==> src/rtl/axi_fc_controller.sv <==
// Streaming FC inference controller: loads one activation vector over AXI4-Stream,
// then evaluates the hidden layers and the output layer one per clock.
module axi_fc_controller #(
    parameter int DATA_WIDTH       = 8,
    parameter int IN_LAYER_WIDTH   = 4,
    parameter int HIDDEN_LAYER_CNT = 1,
    parameter int OUT_LAYER_WIDTH  = 4
) (
    input  logic                                  axi_clk,
    input  logic                                  axi_reset_n,
    input  logic                                  s_axis_valid,
    input  logic [31:0]                           s_axis_data,
    output logic                                  s_axis_ready,
    output logic [DATA_WIDTH*OUT_LAYER_WIDTH-1:0] fc_out,
    output logic                                  fc_fin_valid
);

    // state      | meaning
    // ST_LOAD    | accepting input beats into act[cnt]
    // ST_COMPUTE | one layer per cycle; output layer on layer == HIDDEN_LAYER_CNT
    localparam logic [0:0] ST_LOAD    = 1'b0;
    localparam logic [0:0] ST_COMPUTE = 1'b1;

    localparam int CW = $clog2(IN_LAYER_WIDTH);
    localparam int LW = $clog2(HIDDEN_LAYER_CNT + 2);
    localparam logic [CW-1:0] CNT_LAST   = CW'(IN_LAYER_WIDTH - 1);
    localparam logic [LW-1:0] LAYER_LAST = LW'(HIDDEN_LAYER_CNT);

    logic [0:0]                            state;
    logic [CW-1:0]                         cnt;
    logic [LW-1:0]                         layer;
    logic                                  run_q;
    logic [DATA_WIDTH-1:0]                 act      [IN_LAYER_WIDTH];
    logic [DATA_WIDTH-1:0]                 hid_next [IN_LAYER_WIDTH];
    logic [DATA_WIDTH*OUT_LAYER_WIDTH-1:0] out_next;
    logic                                  beat_ok;

    // Both operands are below 2**DATA_WIDTH, so the extra bit is a clean sign.
    function automatic logic [DATA_WIDTH-1:0] relu_diff(
        input logic [DATA_WIDTH-1:0] a,
        input logic [DATA_WIDTH-1:0] b
    );
        logic [DATA_WIDTH:0] d;
        d = {1'b0, a} - {1'b0, b};
        relu_diff = d[DATA_WIDTH] ? '0 : d[DATA_WIDTH-1:0];
    endfunction

    generate
        if (DATA_WIDTH < 32) begin : g_unused
            logic unused_upper;
            assign unused_upper = ^s_axis_data[31:DATA_WIDTH];
        end
    endgenerate

    // run_q keeps ready low until the first edge after reset release.
    assign s_axis_ready = run_q && (state == ST_LOAD);
    assign beat_ok      = s_axis_ready && s_axis_valid;

    always_comb begin
        for (int j = 0; j < IN_LAYER_WIDTH; j++) begin
            hid_next[j] = '0;
        end
        out_next = '0;
        for (int j = 0; j < IN_LAYER_WIDTH; j++) begin
            hid_next[j] = relu_diff(act[j], act[(j + 1) % IN_LAYER_WIDTH]);
        end
        for (int j = 0; j < OUT_LAYER_WIDTH; j++) begin
            out_next[j*DATA_WIDTH +: DATA_WIDTH] =
                relu_diff(act[j % IN_LAYER_WIDTH], act[(j + 1) % IN_LAYER_WIDTH]);
        end
    end

    always_ff @(posedge axi_clk or negedge axi_reset_n) begin
        if (!axi_reset_n) begin
            state        <= ST_LOAD;
            cnt          <= '0;
            layer        <= '0;
            run_q        <= 1'b0;
            fc_out       <= '0;
            fc_fin_valid <= 1'b0;
            for (int i = 0; i < IN_LAYER_WIDTH; i++) begin
                act[i] <= '0;
            end
        end else begin
            run_q        <= 1'b1;
            fc_fin_valid <= 1'b0;
            case (state)
                ST_LOAD: begin
                    if (beat_ok) begin
                        act[cnt] <= s_axis_data[DATA_WIDTH-1:0];
                        if (cnt == CNT_LAST) begin
                            cnt   <= '0;
                            layer <= '0;
                            state <= ST_COMPUTE;
                        end else begin
                            cnt <= cnt + 1'b1;
                        end
                    end
                end
                ST_COMPUTE: begin
                    if (layer == LAYER_LAST) begin
                        fc_out       <= out_next;
                        fc_fin_valid <= 1'b1;
                        layer        <= '0;
                        state        <= ST_LOAD;
                    end else begin
                        for (int i = 0; i < IN_LAYER_WIDTH; i++) begin
                            act[i] <= hid_next[i];
                        end
                        layer <= layer + 1'b1;
                    end
                end
                default: state <= ST_LOAD;
            endcase
        end
    end

endmodule

==> config.mk <==
export PLATFORM = sky130hd
export DESIGN_NAME = axi_fc_controller
export DESIGN_NICKNAME = d
export VERILOG_FILES = /design/src/rtl/axi_fc_controller.sv
export SDC_FILE = /design/constraint.sdc
export NUM_CORES = 1
export LEC_CHECK = 0
export CAP_MARGIN = 20
export CORE_AREA = 2 2 141 143
export CTS_CLUSTER_SIZE = 24
export DETAILED_ROUTE_END_ITERATION = 16
export DIE_AREA = 0 0 143 145
export GPL_TIMING_DRIVEN = 0
export PLACE_DENSITY = 0.48
export SYNTH_ARGS = -nofsm -noshare
export SYNTH_HDL_FRONTEND = slang
export SYNTH_SLANG_ARGS = --single-unit
==> constraint.sdc <==
create_clock -name axi_clk -period 2.2 [get_ports axi_clk]
set_input_delay 0.22 -clock axi_clk [delete_from_list [all_inputs] [get_ports axi_clk]]
set_output_delay 0.22 -clock axi_clk [all_outputs]
set_load 0.005 [all_outputs]
======== Yosys cells after proc, flatten, opt, wreduce, memory -nomap -nowiden ========
Index checks and enable logic that the tools add are counted.
cells by class
  reductions and logical operators ........ 7
  $lt $le $gt $ge ......................... 2
  $add $sub $neg .......................... 6
  bitwise gates (word level) .............. 2
  multiplexer cells ....................... 21
  eq/ne operators ......................... 5
operators by type and width
  cell                   number
  $mux W32               2
  $pmux W32 S2           1
  $mux W8                5
  $sub A8 B8 Y9          4
  $bwmux W32             1
  $demux W8 S2           1
  $mux W2                4
  $reduce_and A2 Y1      4
  $mux W1                5
  $add A2 B1 Y2 const B  2
  $ne A2 B2 Y1 const B   2
  $pmux W2 S2            1
  $ge A3 B3 Y1 const B   1
  $logic_and A1 B1 Y1    3
  $lt A3 B1 Y1 const B   1
  $not A2 Y3             1
  $eq A2 B1 Y1 const B   1
  $eq A2 B2 Y1 const B   1
  $ne A2 B1 Y1 const B   1
  $pmux W1 S2            1
  $not A1 Y1             1
storage, ports and cells
  word-level logic and storage cells ...... 53
  output and inout port bits .............. 34
  register bits after elaboration ......... 71

======== Logic depth before layout (Yosys ltp) ========
  depth in word-level cells ............... 8
  gate-level depth with buffers ........... 10

======== Least setup slack after synthesis ========
Ideal clock, no wire load.
  path type ............................... flip-flop to flip-flop
  start point ............................. register act[16] (netlist name)
  end point ............................... register act[23] (netlist name)
  library setup time ...................... 0.069 ns
  slack ................................... 0.054 ns
  data required time ...................... 2.131 ns
  clock period less this slack ............ 2.146 ns
  buffers on the path ..................... 0
  data arrival time ....................... 2.077 ns
  cell stages (with the launch flop) ...... 9
  path through ............................ dfrtp_1 > inv_1 > ha_1 > fa_1 > nand2b_1 > a211oi_4 > o211ai_1 > or4_1 > nand3_1
between the ends
  longest elaborated chain between the ends .. 4
RTL lines
  what                               RTL line  source
  from (decl)                        33        logic [DATA_WIDTH-1:0] act [IN_LAYER_WIDTH];
  from (signal, indexed assignment)  90        act[cnt] <= s_axis_data[DATA_WIDTH-1:0];
  from (signal, indexed assignment)  108       act[i] <= hid_next[i];
  $sub A8 B8 Y9                      44        d = {1'b0, a} - {1'b0, b};
  $mux W8                            45        relu_diff = d[DATA_WIDTH] ? '0 : d[DATA_WIDTH-1:0];
  $mux W32                           101       if (layer == LAYER_LAST) begin
  $pmux W32 S2                       87        case (state)
No other way between the ends. The select of a mux whose other input is x is not followed.
A chain may end at the register's enable or synchronous reset.

======== Final worst setup path ========
  start point ............................. register act[24] (netlist name)
  end point ............................... register act[2] (netlist name)
The elaborated chain is that of the path after synthesis.

==> qor.yml <==
dr_total_vias: 4256
core_mm2: 0.01921
synthAdderAreaFrac: 0.1232
path_max_fanout: 6
layout-drive-gt1-share: 0.1980
status: "complete, but fails checks"
io_pins: 69
cts.clk_slew.worst_paths_ns: 0.06
routed_wl_um: 14930
cts_tree: "yes"
antenna_found_initial: 0
clock_sinks: 71
syn_area_per_cell_um2: 8.990
clockBufferDepth: 2
vdd_drop_max_uv: 536.6
fin_crit_sh: 1.002
rsz0062_at_grt: "yes"
holdCritPathClass: "in2async"
synth_ff_type: "dfrtp_1"
post-place-ws_ns: -0.2749
mostFrequentLayoutCells: "70 x nand2_1, 70 x dfrtp_1, 43 x clkdlybuf4s50_1, 37 x o21ai_0, 36 x ha_1"
yosys_warnings: 0
grt_overflow: 0
die_h_um: 145
fin_cells: 876
critical_path.startpoint_type: "flop"
finClkSkew_ns: 0.008330
fmax_mhz: 453.6
setup_slack_ns: -0.004810
synth_mux_area_frac: 0.004515
synthSimpleGateAreaFrac: 0.1647
worstMarginPinSlew_ns: 0.7111
critPathArrivalTime_ns: 2.47
setup_viol: 1
async_reset_ff_frac: 1.000
die_w_um: 143
area_growth_pct: 33.81
first_pass_iters: 5
drt-vias-per-instance: 4.858
synthXorXnorAreaFrac: 0.02417
cts_made_buffers: 9
violations: "negative setup slack"
required_ns: 2.47
relSlewSlack: 0.5260
track_usage: 0.1469
insertedDiodeCount: 0
dpl.hpwl_um: 11070
antenna_left: 0
drv_cap: 0
gp_congestion: 0.8308
synth_edf_count: 0
final_hold_viol_count: 0
initial_utilization: 0.2453
cts_root_buf: "clkbuf_16"
syn_inst: 524
io_buffer_count: 44
yosysSeqAreaShare: 0.3772
ys_ff_latch: 71
fin_nets: 685
synth_area_mm2: 0.004711
wl_per_cell_um: 17.05
die-area_mm2: 0.02074
grt_pass1_vias: 4101
synth_top_family_by_area: "compound AO/OA/AOI/OAI gates"
grt_pass1_wl_um: 23010
powerDensity_mw_per_mm2: 1859
p_leak_nw: 2.747
critPathKind: "reg2reg"
drc: 0
num_rows: 51
dr.first_iter.drc_count: 287
insertion_delay_ns: 0.34
synth-compound-area-share: 0.2494
drv_slew: 0
layout_min_cycle_time_ns: 2.205
cp-end-kind: "flop"
synth_nets: 603
grt_max_degree: 45
htree_levels: 3
dp.cells: 834
synth_cell_type_count: 70
state kept, by name (all words and copies together) (netlist names):
| name | count |
|---|---|
| act | 32 |
| layer | 2 |
| cnt | 2 |
| state | 1 |
| run_q | 1 |
| fc_fin_valid | 1 |
| fc_out | 32 |
what timing repair did:
action | CTS | global route
buffers inserted | 16 | 9
endpoints found under the hold margin | 27 | 0
hold buffers | 1 | 0
setup endpoints to repair | 41 | 52
pin swaps | 10 | 25
resized for setup | 19 | 60
per-stage QoR:
step / hold WS, ns / TNS (ns) / util / power (W) / instance area, um^2
global placement: 0.4598 / -126.78 / 0.2855 / 0.008626 / 5483
floorplan: -0.07559 / 0 / - / 0.006719 / 4711
detailed placement: 0.1762 / -3.892 / 0.2868 / 0.008765 / 5508
finish: 0.3610 / -0.004810 / 0.3282 / 0.01172 / 6304
CTS: 0.3689 / -0.05974 / 0.3141 / 0.01089 / 6032
global route: 0.3998 / -1.321 / 0.3282 / 0.01262 / 6304
cells in the mapped netlist (all sizes together), types with 6 or more instances:
cell,number,area share
dfrtp,71,0.38
a21boi,9,0.015
o21ai,56,0.061
clkbuf,6,0.0050
buf,15,0.018
a21oi,33,0.035
a22oi,7,0.015
a211oi,7,0.014
a21o,9,0.014
ha,40,0.11
inv,39,0.031
nand2,71,0.057
nor2,19,0.015
nor2b,10,0.013
xor2,7,0.013
o31ai,10,0.016
nand3,17,0.018
xnor2,6,0.011
routing by layer:
layer	routed length, um	part of all wire	vias up	GRT usage
li1	-	-	2054	-
met1	6886	0.46	2043	0.1973
met2	6817	0.46	120	0.2278
met3	627	0.042	39	0.02343
met4	601	0.040	0	0.07327
met5	0	0	-	0
critical path: stages, from the launching register on:
cell      delay (ns)
dfrtp_1         0.38
buf_4           0.15
ha_1            0.19
fa_1            0.41
nand2b_4        0.18
a211oi_4        0.29
o21ai_4         0.12
o2bb2a_1        0.29
o21ai_1         0.11
report_power, final:
group	internal [W]	total (W)	switching [W]
Sequential	0.00184	0.00224	0.000399
Clock	0.000857	0.00143	0.000572
Combinational	0.00353	0.00805	0.00452
Total	0.00623	0.0117	0.00549
cell type report:
| type | instances | area, um^2 |
|---|---|---|
| sequential | 71 | 1778 |
| clock buffer | 14 | 274.0 |
| buffer | 21 | 115.1 |
| inverter | 41 | 153.9 |
| multi-input combinational | 391 | 2954 |
| timing repair buffer | 71 | 683.2 |
| fill | 1971 | 12900 |
| clock inverter | 2 | 13.76 |
| tap | 265 | 331.6 |
worst paths after layout:
| path | start | slack [ns] | endpoint | cells after the start |
|---|---|---|---|---|
| setup / recovery | act[24] | -0.005 | act[2] | 8 |
| hold / removal | axi_reset_n | 0.36 | fc_out[24] | 2 |
| setup reg to reg | act[24] | -0.005 | act[2] | 8 |
| hold reg to reg | fc_out[20] | 0.47 | fc_out[20] | 2 |
| max in group asynchronous | axi_reset_n | 1.27 | act[8] | 3 |
| min in group axi_clk | fc_out[20] | 0.47 | fc_out[20] | 2 |
kinds of logic after synthesis:
family / Yosys count
AO/OA/AOI/OAI: 173
XOR/XNOR: 13
adder cells (fa/ha/maj): 44
buffers and inverters: 62
flip-flops: 71
multiplexers: 2
other: 1
AND/OR/NAND/NOR: 158
Note: power is estimated with default switching activity, not from simulation.
